<file path="src/rtl/mem_arbiter_pkg.sv">
// Shared definitions for the data-memory path: port identifiers,
// dm_ctrl access codes and the memory command bundle.
package mem_arbiter_pkg;

    typedef enum logic {
        PORT_C = 1'b0,
        PORT_D = 1'b1
    } port_e;

    localparam logic [2:0] DM_LB  = 3'b000;
    localparam logic [2:0] DM_LH  = 3'b001;
    localparam logic [2:0] DM_LW  = 3'b010;
    localparam logic [2:0] DM_LBU = 3'b100;
    localparam logic [2:0] DM_LHU = 3'b101;

    typedef struct packed {
        logic        we;
        logic [31:0] addr;
        logic [31:0] wdata;
        logic [2:0]  ctrl;
    } mem_cmd_t;

endpackage

</file>
<file path="src/rtl/mem_arbiter.sv">
// Two-port data-memory arbiter: round-robin between CPU (C) and
// loader/DMA (D), with a bounded D burst lock and 1-cycle read return.
module mem_arbiter
    import mem_arbiter_pkg::*;
#(
    parameter int unsigned LOCK_MAX = 8
) (
    input  logic        clk,
    input  logic        rstn,
    input  logic        c_req,
    input  logic        c_we,
    input  logic [31:0] c_addr,
    input  logic [31:0] c_wdata,
    input  logic [2:0]  c_ctrl,
    output logic        c_gnt,
    output logic        c_rvalid,
    output logic [31:0] c_rdata,
    input  logic        d_req,
    input  logic        d_we,
    input  logic        d_lock,
    input  logic [31:0] d_addr,
    input  logic [31:0] d_wdata,
    input  logic [2:0]  d_ctrl,
    output logic        d_gnt,
    output logic        d_rvalid,
    output logic [31:0] d_rdata,
    output logic        m_we,
    output logic [31:0] m_addr,
    output logic [31:0] m_wdata,
    output logic [2:0]  m_ctrl,
    input  logic [31:0] m_rdata
);

    localparam int CW = $clog2(LOCK_MAX + 1);
    localparam logic [CW-1:0] CNT_MAX = CW'(LOCK_MAX);

    port_e         last_win_q, last_win_d;
    logic          locked_q, locked_d;
    logic [CW-1:0] lock_cnt_q, lock_cnt_d;
    logic          c_rvalid_q, c_rvalid_d;
    logic          d_rvalid_q, d_rvalid_d;
    logic [31:0]   c_rdata_q, c_rdata_d;
    logic [31:0]   d_rdata_q, d_rdata_d;

    logic     lock_hold;
    logic     sel_c, sel_d;
    mem_cmd_t cmd;

    // D keeps the bus through a locked burst until C has waited LOCK_MAX times
    assign lock_hold = (last_win_q == PORT_D) && locked_q && d_req
                       && !((lock_cnt_q == CNT_MAX) && c_req);
    assign sel_d = rstn && d_req
                   && (!c_req || (last_win_q == PORT_C) || lock_hold);
    assign sel_c = rstn && c_req && !sel_d;

    assign c_gnt = sel_c;
    assign d_gnt = sel_d;

    always_comb begin
        cmd = '0;
        unique case (1'b1)
            sel_c: cmd = '{we: c_we, addr: c_addr,
                           wdata: c_wdata, ctrl: c_ctrl};
            sel_d: cmd = '{we: d_we, addr: d_addr,
                           wdata: d_wdata, ctrl: d_ctrl};
            default: cmd = '0;
        endcase
    end

    assign m_we    = cmd.we;
    assign m_addr  = cmd.addr;
    assign m_wdata = cmd.wdata;
    assign m_ctrl  = cmd.ctrl;

    always_comb begin
        last_win_d = last_win_q;
        locked_d   = locked_q;
        lock_cnt_d = '0;
        c_rvalid_d = sel_c && !c_we;
        d_rvalid_d = sel_d && !d_we;
        c_rdata_d  = c_rdata_q;
        d_rdata_d  = d_rdata_q;
        if (sel_c) begin
            last_win_d = PORT_C;
        end
        if (sel_d) begin
            last_win_d = PORT_D;
            locked_d   = d_lock;
            if (d_lock) begin
                if (!c_req)
                    lock_cnt_d = lock_cnt_q;
                else if (lock_cnt_q == CNT_MAX)
                    lock_cnt_d = lock_cnt_q;
                else
                    lock_cnt_d = lock_cnt_q + CW'(1);
            end
        end
        if (c_rvalid_d) c_rdata_d = m_rdata;
        if (d_rvalid_d) d_rdata_d = m_rdata;
    end

    always_ff @(posedge clk or negedge rstn) begin
        if (!rstn) begin
            last_win_q <= PORT_D;
            locked_q   <= 1'b0;
            lock_cnt_q <= '0;
            c_rvalid_q <= 1'b0;
            d_rvalid_q <= 1'b0;
            c_rdata_q  <= '0;
            d_rdata_q  <= '0;
        end else begin
            last_win_q <= last_win_d;
            locked_q   <= locked_d;
            lock_cnt_q <= lock_cnt_d;
            c_rvalid_q <= c_rvalid_d;
            d_rvalid_q <= d_rvalid_d;
            c_rdata_q  <= c_rdata_d;
            d_rdata_q  <= d_rdata_d;
        end
    end

    assign c_rvalid = c_rvalid_q;
    assign d_rvalid = d_rvalid_q;
    assign c_rdata  = c_rdata_q;
    assign d_rdata  = d_rdata_q;

endmodule

</file>
<file path="config.mk">
export PLATFORM = sky130hd
export DESIGN_NAME = mem_arbiter
export DESIGN_NICKNAME = d
export VERILOG_FILES = /design/src/rtl/mem_arbiter_pkg.sv /design/src/rtl/mem_arbiter.sv
export SDC_FILE = /design/constraint.sdc
export NUM_CORES = 1
export LEC_CHECK = 0
export BUFFER_PORTS_ARGS = -buffer_cell sky130_fd_sc_hd__buf_2
export CAP_MARGIN = 20
export CORE_AREA = 2 2 121 123
export DETAILED_ROUTE_END_ITERATION = 6
export DIE_AREA = 0 0 123 125
export PLACE_DENSITY_LB_ADDON = 0.3
export SLEW_MARGIN = 10
export SYNTH_ARGS = -nofsm -noshare
export SYNTH_HDL_FRONTEND = slang
export SYNTH_SLANG_ARGS = --single-unit
</file>
<file path="constraint.sdc">
create_clock -name clk -period 2.1 [get_ports clk]
set_input_delay 0.21 -clock clk [delete_from_list [all_inputs] [get_ports clk]]
set_output_delay 0.21 -clock clk [all_outputs]
set_load 0.02 [all_outputs]
</file>
Word level (Yosys, flattened, before mapping)
Index checks and enable logic that the tools add are counted.
{ "op_classes": {"addsub": 1, "eq_ne": 3, "muxes": 7, "n_bitwise": 1, "reduce_logical": 19} }
{ "op_table": {"columns": ["op", "n"], "rows": [
  ["$pmux 68 s2", 1],
  ["$mux 4", 4],
  ["$logic_and 1x1->1", 10],
  ["$ne 3x3->1 const B", 2],
  ["$logic_not 1->1", 5],
  ["$add 4x1->4 const B", 1],
  ["$eq 4x4->1 const B", 1],
  ["$logic_or 1x1->1", 2],
  ["$mux 1", 2],
  ["$reduce_and 2->1", 1],
  ["$reduce_bool 2->1", 1],
  ["$not 1->1", 1]
]} }
{ "word_totals": {"regBits": 72, "out_inout_bits": 136} }

Depth between registers and ports, before layout
Gate-level depths: netlist (run 1).
{ "logic_depth": {"word_depth": 10, "mapped_depth": 8, "ltp_nobuf": 6} }

Worst setup path before layout (run 1)
Ideal clock, no wire load.
{ "synth_timing": {"path_type": "reg2out", "start": "reg lock_cnt_q[0]", "end": "out m_we", "t_arrival_ps": 1778, "setup_slack_ps": 112, "path_stages_with_launch": 9, "n_path_buf": 2, "path_cell_list": "dfrtp_1 inv_1 ha_1 nand3b_1 a21oi_2 nor2_1 buf_2 buf_2 o22ai_1"} }
{ "synth_between": {"elab_chain_len": 9} }
{ "synth_rtl": {"columns": ["element", "line", "source"], "rows": [
  ["start, declared", "mem_arbiter.sv:39", "logic [CW-1:0] lock_cnt_q, lock_cnt_d;"],
  ["start signal, assigned", "mem_arbiter.sv:114", "lock_cnt_q <= lock_cnt_d;"],
  ["$eq 4x4->1 (*)", "mem_arbiter.sv:51", "&& !((lock_cnt_q == CNT_MAX) && c_req);"],
  ["$logic_and 1x1->1 (*)", "mem_arbiter.sv:51", null],
  ["$logic_not 1->1 (*)", "mem_arbiter.sv:51", null],
  ["$logic_and 1x1->1 (*)", "mem_arbiter.sv:51", null],
  ["$logic_or 1x1->1 (*)", "mem_arbiter.sv:53", "&& (!c_req || (last_win_q == PORT_C) || lock_hold);"],
  ["$logic_and 1x1->1 (*)", "mem_arbiter.sv:53", null],
  ["named net d_gnt", "mem_arbiter.sv:24", "output logic d_gnt,"],
  ["$logic_not 1->1", "mem_arbiter.sv:54", "assign sel_c = rstn && c_req && !sel_d;"],
  ["$logic_and 1x1->1", "mem_arbiter.sv:54", null],
  ["$pmux 68 s2 (*)", "mem_arbiter.sv:61", "unique case (1'b1)"],
  ["end, declared", "mem_arbiter.sv:27", "output logic m_we,"]
]} }
The timed path passes the listed nets; every way through them passes the cells marked *.

Worst setup path after layout (run 1)
{ "layout_timing": {"start": "reg lock_cnt_q[0]", "end": "out m_addr[11]"} }
{ "layout_between": {"elab_chain_len": 9} }
{ "layout_rtl": {"columns": ["element", "line", "source"], "rows": [
  ["$eq 4x4->1 (*)", "mem_arbiter.sv:51", null],
  ["$logic_and 1x1->1 (*)", "mem_arbiter.sv:51", null],
  ["$logic_not 1->1 (*)", "mem_arbiter.sv:51", null],
  ["$logic_and 1x1->1 (*)", "mem_arbiter.sv:51", null],
  ["$logic_or 1x1->1 (*)", "mem_arbiter.sv:53", null],
  ["$logic_and 1x1->1 (*)", "mem_arbiter.sv:53", null],
  ["$logic_not 1->1", "mem_arbiter.sv:54", null],
  ["$logic_and 1x1->1", "mem_arbiter.sv:54", null],
  ["$pmux 68 s2 (*)", "mem_arbiter.sv:61", null],
  ["end, declared", "mem_arbiter.sv:28", "output logic [31:0] m_addr,"]
]} }
Mark *: on every way between the ends. The rest lies on a longest branch, timed or not.

==> flow_metrics.py, run 1 <==
metrics = {
    "floorplanning": {
        "die_w_um": 123,
        "die_area_um2": 15400,
        "coreArea_um2": 14200,
        "ios": 309,
        "dieHeight_um": 125,
        "core.rowCount": 44,
        "initial_core_util_pct": 24.5,
    },
    "detailed_routing": {
        "via_per_inst": 4.78,
        "drc_errors": 0,
        "wl_um": 16800,
        "vias": 3725,
        "ant_nets": 0,
        "drtPass1Iterations": 4,
        "drt-wirelength-per-cell_um": 21.5,
        "drt_iter0_drc": 324,
    },
    "final_layout": {
        "fin_nets": 762,
        "layout-drive-gt1-share_pct": 66.7,
        "fin_util_pct": 44.3,
        "area_growth_pct": 80.7,
        "final_area_um2": 6290,
        "seq_area_um2": 1800,
        "multi_input_area_um2": 1620,
        "fillers": 1366,
    },
    "logic_synthesis": {
        "synth.avg_cell_area_um2": 13.4,
        "synth.net_count": 435,
        "synthMuxAreaShare_pct": 21.0,
        "synth_compound_area_share_pct": 18.4,
        "yosys.area_share.simple_pct": 3.56,
        "synth_cell_types": 31,
        "ys_ff_latch": 72,
        "yosys_warnings": 0,
        "async_flop_share_pct": 100,
        "synth_edf_count": 0,
        "yosys_most_used_dff": "dfrtp_1",
        "synthAdderAreaFrac_pct": 0.719,
        "synth_top_family_by_area": "multiplexers",
        "ys_seq_area_share_pct": 51.8,
        "syn_area_um2": 3480,
        "synth-xor-area-share_pct": 0.503,
        "synthCells": 260,
    },
    "grt": {
        "grt.overflow.total": 0,
        "grt_pass1_vias": 3818,
        "grt_max_degree": 70,
        "antenna_found_initial": 5,
        "grt_pass1_wl_um": 23300,
        "grtUsageTotal_pct": 21.2,
    },
    "worst_setup_path": {
        "cp.required_ns": 1.89,
        "r2r_cells": 8,
        "endpoint_kind": "output port",
        "path_class": "register to output port",
        "cp.arrival_ns": 2.07,
        "critPathMaxFanout": 8,
        "crit_path_start_kind": "register",
    },
    "sta": {
        "fin_skew_ns": 0.00501,
        "slew_viol_final": 0,
        "hold_viol": 0,
        "post-route-min-period_ns": 2.28,
        "clock.fmax_mhz": 438,
        "setup-tns-final_ns": -9.16,
        "fin_ws_ns": -0.183,
        "tightest_slew_ns": 0.861,
        "relSlewSlack_pct": 42.6,
        "rsz0062_at_grt": "true",
        "setup_viol": 69,
        "fin_crit_sh_pct": 109,
    },
    "worst_hold_path": {
        "hp-class": "input port to register",
        "min_path_cells": 2,
    },
    "placed_design": {
        "io_buffer_count": 308,
        "dp_hpwl_um": 12600,
        "pre_cts_ws_ns": -0.000336,
        "dpl_cell_area_um2": 5300,
        "place_congestion": 1.04,
    },
    "job": {
        "max_cap_violations": 0,
    },
    "clock_tree": {
        "insertion_delay_ns": 0.32,
        "clk_pin_slew_ns": 0.05,
        "cts_tree": "done",
        "cts_sinks": 72,
        "clockBufferDepth": 2,
        "h-tree-depth": 3,
        "cts_root_buf": "clkbuf_16",
        "cts_made_buffers": 9,
    },
    "power_and_ir_drop": {
        "ir_drop_mv": 0.350,
        "p_comb_share_pct": 35.3,
        "p_per_area_nw_per_um2": 861,
        "internal-power_mw": 3.68,
        "seqPwrFrac_pct": 34.1,
        "leakage_nw": 3.22,
        "power.switching_mw": 1.74,
        "clkPwrFrac_pct": 30.7,
        "switching_share_pct": 32.1,
        "total_power_mw": 5.42,
    },
    "status": {
        "outcome": "finished, violations left",
        "violations": "negative setup slack",
    },
}
-- cell usage after synthesis, drive strengths merged (3+ instances only) --
cell	number	area, um^2
dfrtp	71	1780
mux2	65	732
buf	17	114
clkbuf	5	18.8
and3	3	18.8
nand2	5	18.8
nor2	3	11.3
a22o	67	587
-- cell usage in the layout (no fill, tap or decap), types with 2 or more instances in the layout --
cell	instances
nand2_1	5
clkbuf_8	3
buf_2	250
mux2_1	34
clkbuf_1	2
buf_16	5
mux2_2	31
diode_2	4
inv_1	2
xnor2_1	2
nor2_1	2
clkbuf_16	10
bufinv_16	2
a22o_4	5
buf_6	45
buf_4	29
dfrtp_1	71
nand3_1	2
buf_12	6
a22o_1	62
and3_1	3
-- layout make-up --
| class | instances | share of cell area, % |
|---|---|---|
| timing repair buffer | 338 | 36.3 |
| sequential | 72 | 28.7 |
| multi-input combinational | 164 | 25.8 |
| clock buffer | 14 | 4.36 |
| tap | 184 | 3.66 |
| clock inverter | 2 | 0.955 |
| antenna | 4 | 0.159 |
| inverter | 2 | 0.119 |
-- per-stage QoR --
step | hold WS [ns] | instances
floorplan | -0.0856 | 260
global placement | 0.0361 | 740
detailed placement | 0.0358 | 740
CTS | 0.103 | 772
global route | 0.105 | 776
finish | 0.115 | 780
-- repair_timing --
item | 4_1_cts | 5_1_grt
endpoints found under the hold margin | 3 | 0
resized for setup | 104 | 13
hold buffers | 1 | 0
pin swaps | 6 | 5
setup endpoints to repair | 70 | 99
gates cloned | 6 | 2
buffers inserted | 10 | 3
-- worst max-delay path: stages, from the launching register on --
cell and delay [ns]:
dfrtp_1 0.37, inv_1 0.06, ha_2 0.20, nand4b_1 0.16
a31oi_4 0.27, buf_6 0.14, buf_8 0.13, buf_16 0.14
a22o_1 0.13, buf_4 0.14
-- layer usage --
metal | vias to the layer above | track usage (%) | wire (um)
li1 | 1667 | - | -
met1 | 1809 | 26.7 | 6340
met2 | 224 | 32.3 | 7720
met3 | 25 | 9.35 | 2270
met4 | 0 | 7.35 | 425
met5 | - | 0 | 0
-- state kept, by name, indices dropped and copies added, names as in the netlist --
register,count
lock_cnt_q,4
d_rvalid,1
d_rdata,32
c_rdata,32
last_win_q,1
c_rvalid,1
locked_q,1
-- cell families after synthesis --
| kind of cell | Yosys count |
|---|---|
| AND/OR/NAND/NOR | 21 |
| multiplexers | 65 |
| flip-flops | 72 |
| buffers and inverters | 24 |
| AO/OA/AOI/OAI | 74 |
| adder cells (fa/ha/maj) | 2 |
| XOR/XNOR | 2 |
-- worst paths after layout --
path,start,to,slack [ns]
hold / removal,m_rdata[30],c_rdata[30]$_DFFE_PN0P_,0.11
hold reg to reg,c_rdata[13]$_DFFE_PN0P_,c_rdata[13]$_DFFE_PN0P_,0.48
setup reg to reg,lock_cnt_q[0]$_DFFE_PN0P_,c_rdata[1]$_DFFE_PN0P_,-0.01
min in group asynchronous,rstn,c_rdata[31]$_DFFE_PN0P_,0.14
max in group asynchronous,rstn,c_rdata[14]$_DFFE_PN0P_,1.37
setup / recovery,lock_cnt_q[0]$_DFFE_PN0P_,m_addr[11],-0.18
-- power by group through the flow --
stage,combinational [mW],sequential [mW],clock [mW]
floorplan,0.559,2.25,0
global placement,1.70,1.85,0
detailed placement,1.72,1.87,0
CTS,1.90,1.85,1.71
global route,2.03,1.89,1.78
finish,1.91,1.85,1.66
No activity file was read; power rests on OpenSTA's default activity.
==> inputs of run 2 (changes only) <==
--- a/config.mk
+++ b/config.mk
@@ -10,7 +10,7 @@
 export CORE_AREA = 2 2 121 123
 export DETAILED_ROUTE_END_ITERATION = 6
 export DIE_AREA = 0 0 123 125
-export PLACE_DENSITY_LB_ADDON = 0.3
+export PLACE_DENSITY = 0.59
 export SLEW_MARGIN = 10
 export SYNTH_ARGS = -nofsm -noshare
 export SYNTH_HDL_FRONTEND = slang
==> flow_metrics.py, run 2 (same netlist as run 1, synthesis figures left out) <==
metrics = {
    "detailed_routing": {
        "wl_um": 14700,
        "drt-wirelength-per-cell_um": 19.1,
        "drt_iter0_drc": 179,
        "via_per_inst": 4.67,
        "ant_nets": 0,
        "drtPass1Iterations": 4,
        "drc_errors": 0,
        "vias": 3587,
    },
    "final_layout": {
        "area_growth_pct": 76.9,
        "final_area_um2": 6160,
        "fin_nets": 752,
        "stdcell_count": 768,
        "fin_util_pct": 43.4,
        "most-common-layout-cells": "260 x buf_2, 71 x dfrtp_1, 58 x a22o_1",
        "fillers": 1379,
        "multi_input_area_um2": 1660,
        "layout-drive-gt1-share_pct": 67.7,
        "layout_commonest_cell": "buf_2",
        "seq_area_um2": 1800,
    },
    "worst_setup_path": {
        "critPathSlowestCell": "dfrtp_1",
        "r2r_end": "c_rdata[19]$_DFFE_PN0P_",
        "endpoint_kind": "output port",
        "crit_path_start_kind": "register",
        "timing.rr.start": "lock_cnt_q[1]$_DFFE_PN0P_",
        "r2r_cells": 8,
        "path_class": "register to output port",
        "path_buf_inv": 3,
        "cp.arrival_ns": 2.01,
        "cpPeakStageDelay_ns": 0.39,
        "rrSetupSlack_ns": 0.12,
        "cpLargestDelayFamily": "compound AO/OA/AOI/OAI gates",
        "critPathMaxFanout": 20,
        "crit_chain": "inv_2, ha_4, nand3b_1, a21oi_2, nor2_4, clkbuf_16, a22o_1, buf_6",
        "cp.required_ns": 1.89,
    },
    "power_and_ir_drop": {
        "seqPwrFrac_pct": 35.3,
        "switching_share_pct": 33.9,
        "power.switching_mw": 1.78,
        "ir_drop_mv": 0.359,
        "p_comb_share_pct": 35.4,
        "clkPwrFrac_pct": 29.3,
        "leakage_nw": 3.15,
        "internal-power_mw": 3.47,
        "p_per_area_nw_per_um2": 852,
    },
    "sta": {
        "fin_ws_ns": -0.117,
        "fin_crit_sh_pct": 106,
        "tightest_slew_ns": 0.895,
        "slew_viol_final": 0,
        "relSlewSlack_pct": 40.4,
        "clock.fmax_mhz": 451,
        "rsz0062_at_grt": "true",
        "fin_skew_ns": 0.00730,
        "setup-tns-final_ns": -5.60,
        "hold_viol": 0,
        "setup_viol": 67,
        "post-route-min-period_ns": 2.22,
    },
    "status": {
        "outcome": "finished, violations left",
        "violations": "negative setup slack",
    },
    "clock_tree": {
        "cts_sinks": 72,
        "insertion_delay_ns": 0.33,
        "clk_pin_slew_ns": 0.06,
        "holdBufCountCts": 0,
        "cts_made_buffers": 9,
        "cts_root_buf": "clkbuf_16",
        "clockBufferDepth": 2,
        "h-tree-depth": 3,
        "cts_tree": "done",
    },
    "job": {
        "max_cap_violations": 0,
    },
    "grt": {
        "antenna_found_initial": 2,
        "grt_pass1_vias": 3633,
        "grtUsageTotal_pct": 18.0,
        "grt_use_met1_pct": 22.3,
        "met2_usage_pct": 27.9,
        "use_met3_pct": 8.90,
        "grt.overflow.total": 0,
        "busiest_layer": "met2",
        "grt_pass1_wl_um": 20900,
        "grt_max_degree": 73,
    },
    "floorplanning": {
        "dieHeight_um": 125,
        "initial_core_util_pct": 24.5,
        "core.rowCount": 44,
        "ios": 309,
        "die_area_um2": 15400,
        "coreArea_um2": 14200,
        "die_w_um": 123,
    },
    "placed_design": {
        "dpl_cell_area_um2": 5280,
        "place_congestion": 0.948,
        "dp_cells": 739,
        "dp_hpwl_um": 11100,
        "io_buffer_count": 308,
        "pre_cts_ws_ns": 0.0342,
    },
    "worst_hold_path": {
        "worstHoldEndpoint": "d_rdata[2]$_DFFE_PN0P_",
        "min_path_cells": 2,
        "min_from": "m_rdata[2]",
        "hp-class": "input port to register",
    },
}
==> run 2: cell types whose count changed in the layout (fill, tap and decap cells not counted), moves of 3 or more <==
cell | before | now
a22o_4 | 5 | 9
a22o_1 | 62 | 58
buf_4 | 29 | 9
buf_2 | 250 | 260
buf_6 | 45 | 49
clkinvlp_4 | 0 | 3
==> run 2: layout make-up <==
type                       count  share of cell area, %
timing repair buffer         328                   34.9
sequential                    72                   29.3
antenna                        2                 0.0813
tap                          184                   3.74
inverter                       2                  0.122
multi-input combinational    164                   27.0
clock inverter                 6                   1.08
clock buffer                  10                   3.88
==> run 2: how the worst max path moves through the flow <==
stage | startpoint | slack [ns] | cells after the start | endpoint
2_1_floorplan | lock_cnt_q[0]$_DFFE_PN0P_ | 0.11 | 8 | m_we
5_1_grt | lock_cnt_q[1]$_DFFE_PN0P_ | -0.23 | 8 | m_addr[11]
6_report | lock_cnt_q[1]$_DFFE_PN0P_ | -0.12 | 8 | m_wdata[9]
3_5_place_dp | lock_cnt_q[1]$_DFFE_PN0P_ | 0.03 | 7 | m_addr[22]
4_1_cts | lock_cnt_q[0]$_DFFE_PN0P_ | -0.16 | 8 | m_addr[5]
3_3_place_gp | lock_cnt_q[1]$_DFFE_PN0P_ | 0.04 | 7 | m_addr[22]
==> run 2: layer usage <==
layer  vias to the layer above  part of all wire [%]
li1                       1642                     -
met3                        15                    12
met1                      1762                    40
met2                       168                    47
met4                         0                   1.2
met5                         -                     0
==> run 2: what timing repair did <==
action,4_1_cts,5_1_grt
setup endpoints to repair,70,98
cloned,3,1
resized for setup,91,27
buffers inserted,4,3
pin swaps,5,4
==> run 2: stage by stage <==
step | power, mW | hold WS (ns)
after global placement | 3.54 | 0.439
final | 5.25 | 0.106
after detailed placement | 3.58 | 0.445
after floorplan | 2.81 | -0.0856
after global routing | 5.52 | 0.100
after CTS | 5.29 | 0.0937
==> run 2: power groups by stage <==
stage | combinational (mW) | clock, mW | sequential, mW
6_report | 1.86 | 1.54 | 1.85
5_1_grt | 1.99 | 1.64 | 1.89
4_1_cts | 1.84 | 1.59 | 1.86
3_5_place_dp | 1.70 | 0 | 1.88
3_3_place_gp | 1.68 | 0 | 1.86
2_1_floorplan | 0.559 | 0 | 2.25
==> inputs of run 3 (changes only) <==
--- a/config.mk
+++ b/config.mk
@@ -5,12 +5,13 @@
 export SDC_FILE = /design/constraint.sdc
 export NUM_CORES = 1
 export LEC_CHECK = 0
+export ABC_AREA = 1
 export BUFFER_PORTS_ARGS = -buffer_cell sky130_fd_sc_hd__buf_2
 export CAP_MARGIN = 20
-export CORE_AREA = 2 2 121 123
+export CORE_AREA = 2 2 119 121
 export DETAILED_ROUTE_END_ITERATION = 6
-export DIE_AREA = 0 0 123 125
-export PLACE_DENSITY = 0.59
+export DIE_AREA = 0 0 121 123
+export PLACE_DENSITY = 0.63
 export SLEW_MARGIN = 10
 export SYNTH_ARGS = -nofsm -noshare
 export SYNTH_HDL_FRONTEND = slang
==> flow_metrics.py, run 3 <==
metrics = {
    "status": {
        "outcome": "finished, violations left",
        "violations": "negative setup slack",
    },
    "logic_synthesis": {
        "synth.net_count": 717,
        "netlist.top_cell.by_area": "dfrtp_1",
        "ys_ff_latch": 72,
        "synth.avg_cell_area_um2": 6.99,
        "synth_edf_count": 0,
        "yosys_warnings": 0,
        "ys_top_cells_by_count": "373 x nand2_1, 71 x dfrtp_1, 33 x nand4_1",
        "synthCells": 542,
        "synth_cell_types": 22,
        "synth_top_cell_area_share_pct": 46.9,
        "synth_most_common_cell": "nand2_1",
        "synth_area_leaders": "dfrtp_1 47%, nand2_1 37%, nand4_1 5.4%, buf_2 2.0%, clkbuf_1 0.99%",
        "async_flop_share_pct": 100,
        "ys_seq_area_share_pct": 47.6,
        "yosys_most_used_dff": "dfrtp_1",
        "syn_area_um2": 3790,
    },
    "sta": {
        "setup_viol": 64,
        "fin_ws_ns": -0.0926,
        "clock.fmax_mhz": 456,
        "post-route-min-period_ns": 2.19,
        "fin_skew_ns": 0.00696,
        "hold_viol": 0,
        "setup-tns-final_ns": -2.38,
        "relSlewSlack_pct": 55.8,
        "fin_crit_sh_pct": 104,
        "slew_viol_final": 0,
        "rsz0062_at_grt": "true",
        "tightest_slew_ns": 0.662,
    },
    "detailed_routing": {
        "drt-wirelength-per-cell_um": 17.5,
        "ant_nets": 0,
        "vias": 4882,
        "drtPass1Iterations": 6,
        "drc_errors": 0,
        "wl_um": 18600,
        "drt_iter0_drc": 349,
        "via_per_inst": 4.60,
    },
    "clock_tree": {
        "cts_sinks": 72,
        "cts_made_buffers": 9,
        "h-tree-depth": 3,
        "insertion_delay_ns": 0.33,
        "cts_root_buf": "clkbuf_16",
        "cts_tree": "done",
        "clockBufferDepth": 2,
        "clk_pin_slew_ns": 0.06,
    },
    "final_layout": {
        "final_area_um2": 7290,
        "layout-drive-gt1-share_pct": 55.6,
        "area_growth_pct": 92.2,
        "fillers": 1266,
        "most-common-layout-cells": "272 x nand2_1, 239 x buf_2, 72 x buf_6",
        "fin_nets": 1052,
        "n_antenna_cell": 0,
        "layout_commonest_cell": "nand2_1",
    },
    "floorplanning": {
        "core.rowCount": 43,
        "ios": 309,
        "dieHeight_um": 123,
        "die_area_um2": 14900,
        "coreArea_um2": 13600,
        "initial_core_util_pct": 27.9,
        "die_w_um": 121,
    },
    "worst_setup_path": {
        "r2r_cells": 14,
        "cpMostUsedCell": "nand2_4",
        "path_buf_inv": 5,
        "crit_path_start_kind": "register",
        "critPathMaxFanout": 8,
        "cpLargestDelayFamily": "buffers and inverters",
        "cp.required_ns": 1.89,
        "path_class": "register to output port",
        "crit_cells": 13,
        "cpPeakStageDelay_ns": 0.39,
        "critPathSlowestCell": "dfrtp_1",
        "crit_chain": "inv_2, ha_4, nand3_4, nand2_4, nand2_4, nand2_4, nand2_4, inv_6, buf_12, clkbuf_16, nand2_2, nand2_2, buf_6",
        "cp.arrival_ns": 1.98,
        "endpoint_kind": "output port",
    },
    "grt": {
        "grtUsageTotal_pct": 21.7,
        "grt_pass1_vias": 4250,
        "grt.overflow.total": 0,
        "grt_max_degree": 54,
        "grt_pass1_wl_um": 24200,
        "antenna_found_initial": 1,
    },
    "power_and_ir_drop": {
        "switching_share_pct": 35.2,
        "power.switching_mw": 1.86,
        "internal-power_mw": 3.43,
        "seqPwrFrac_pct": 33.6,
        "clkPwrFrac_pct": 30.2,
        "p_per_area_nw_per_um2": 726,
        "ir_drop_mv": 0.517,
        "p_comb_share_pct": 36.1,
        "leakage_nw": 4.31,
    },
    "placed_design": {
        "dp_hpwl_um": 11800,
        "place_congestion": 0.821,
        "io_buffer_count": 308,
        "dpl_cell_area_um2": 5540,
    },
    "job": {
        "max_cap_violations": 0,
    },
    "worst_hold_path": {
        "hp-class": "input port to asynchronous set/reset pin",
    },
}
[run 3: cell count changes in the layout (fill, tap and decap cells not counted), sizes merged, moves of 8 or more]
cell	change
a22o	-67
nand4	+32
mux2	-65
buf	+22
nand2	+372
inv	+8
[run 3: path summary, 6_finish.rpt]
check | slack [ns] | from | end
worst max-delay path | -0.09 | lock_cnt_q[0]$_DFFE_PN0P_ | m_wdata[28]
worst min-delay path | 0.05 | rstn | d_rdata[12]$_DFFE_PN0P_
worst max register to register | 0.07 | lock_cnt_q[0]$_DFFE_PN0P_ | lock_cnt_q[2]$_DFFE_PN0P_
worst min register to register | 0.47 | c_rdata[29]$_DFFE_PN0P_ | c_rdata[29]$_DFFE_PN0P_
max in group asynchronous | 1.14 | rstn | last_win_q$_DFFE_PN1P_
min in group clk | 0.08 | m_rdata[20] | d_rdata[20]$_DFFE_PN0P_
[run 3: kinds of logic after synthesis]
kind of cell             after synthesis  share of synthesized area [%]
adder cells (fa/ha/maj)                2                          0.660
XOR/XNOR                               3                          0.693
AND/OR/NAND/NOR                      418                           44.6
flip-flops                            72                           47.6
buffers and inverters                 44                           5.84
AO/OA/AOI/OAI                          3                          0.693
[run 3: metal layers]
layer  vias to the layer above  global-route usage [%]  share of wire (%)
li1                       2343                       -                  -
met1                      2263                    31.0                 42
met2                       238                    33.0                 47
met3                        36                    5.26                8.2
met4                         2                    5.52                2.1
met5                         -                       0              0.070
[run 3: timing repair]
action | CTS | global route
cloned | 7 | 5
hold buffers | 1 | 0
gates resized for setup | 183 | 121
endpoints found under the setup margin | 70 | 73
hold endpoints to repair | 18 | 0
setup buffers | 18 | 3
pin swaps | 11 | 44
[run 3: per-stage QoR]
step	setup slack (ns)	cells	hold WS, ns	total power, mW	utilization, %
after floorplan	0.330	542	-0.0856	2.65	-
after global placement	0.0844	1015	0.0504	3.32	40.7
after detailed placement	0.0695	1015	0.0517	3.33	40.7
after CTS	-0.0667	1056	0.0597	5.20	49.5
after global routing	-0.173	1062	0.0928	5.58	53.5
final	-0.0926	1062	0.0497	5.29	53.5
[run 3: worst reg2reg max path, cell delays in order (launching register included)]
cell,delay [ns]
dfrtp_1,0.39
inv_2,0.08
ha_4,0.13
nand3_4,0.08
buf_4,0.15
buf_6,0.11
buf_4,0.12
buf_4,0.12
buf_4,0.12
buf_4,0.12
buf_4,0.12
buf_6,0.12
nand3_2,0.06
xor2_1,0.15
nor2_1,0.06
[run 3: power by group through the flow]
stage / sequential (mW) / combinational (mW) / clock, mW
after floorplan: 2.11 / 0.538 / 0
after global placement: 1.79 / 1.53 / 0
after detailed placement: 1.79 / 1.54 / 0
after CTS: 1.78 / 1.78 / 1.64
after global routing: 1.81 / 2.05 / 1.71
final: 1.78 / 1.91 / 1.60
[run 3: layout make-up]
class / instances / area (um^2) / share of cell area, %
clock buffer: 12 / 267 / 3.66
inverter: 12 / 50.0 / 0.687
clock inverter: 4 / 51.3 / 0.704
sequential: 72 / 1800 / 24.7
timing repair buffer: 356 / 2620 / 35.9
multi-input combinational: 426 / 2270 / 31.2
tap: 180 / 225 / 3.09
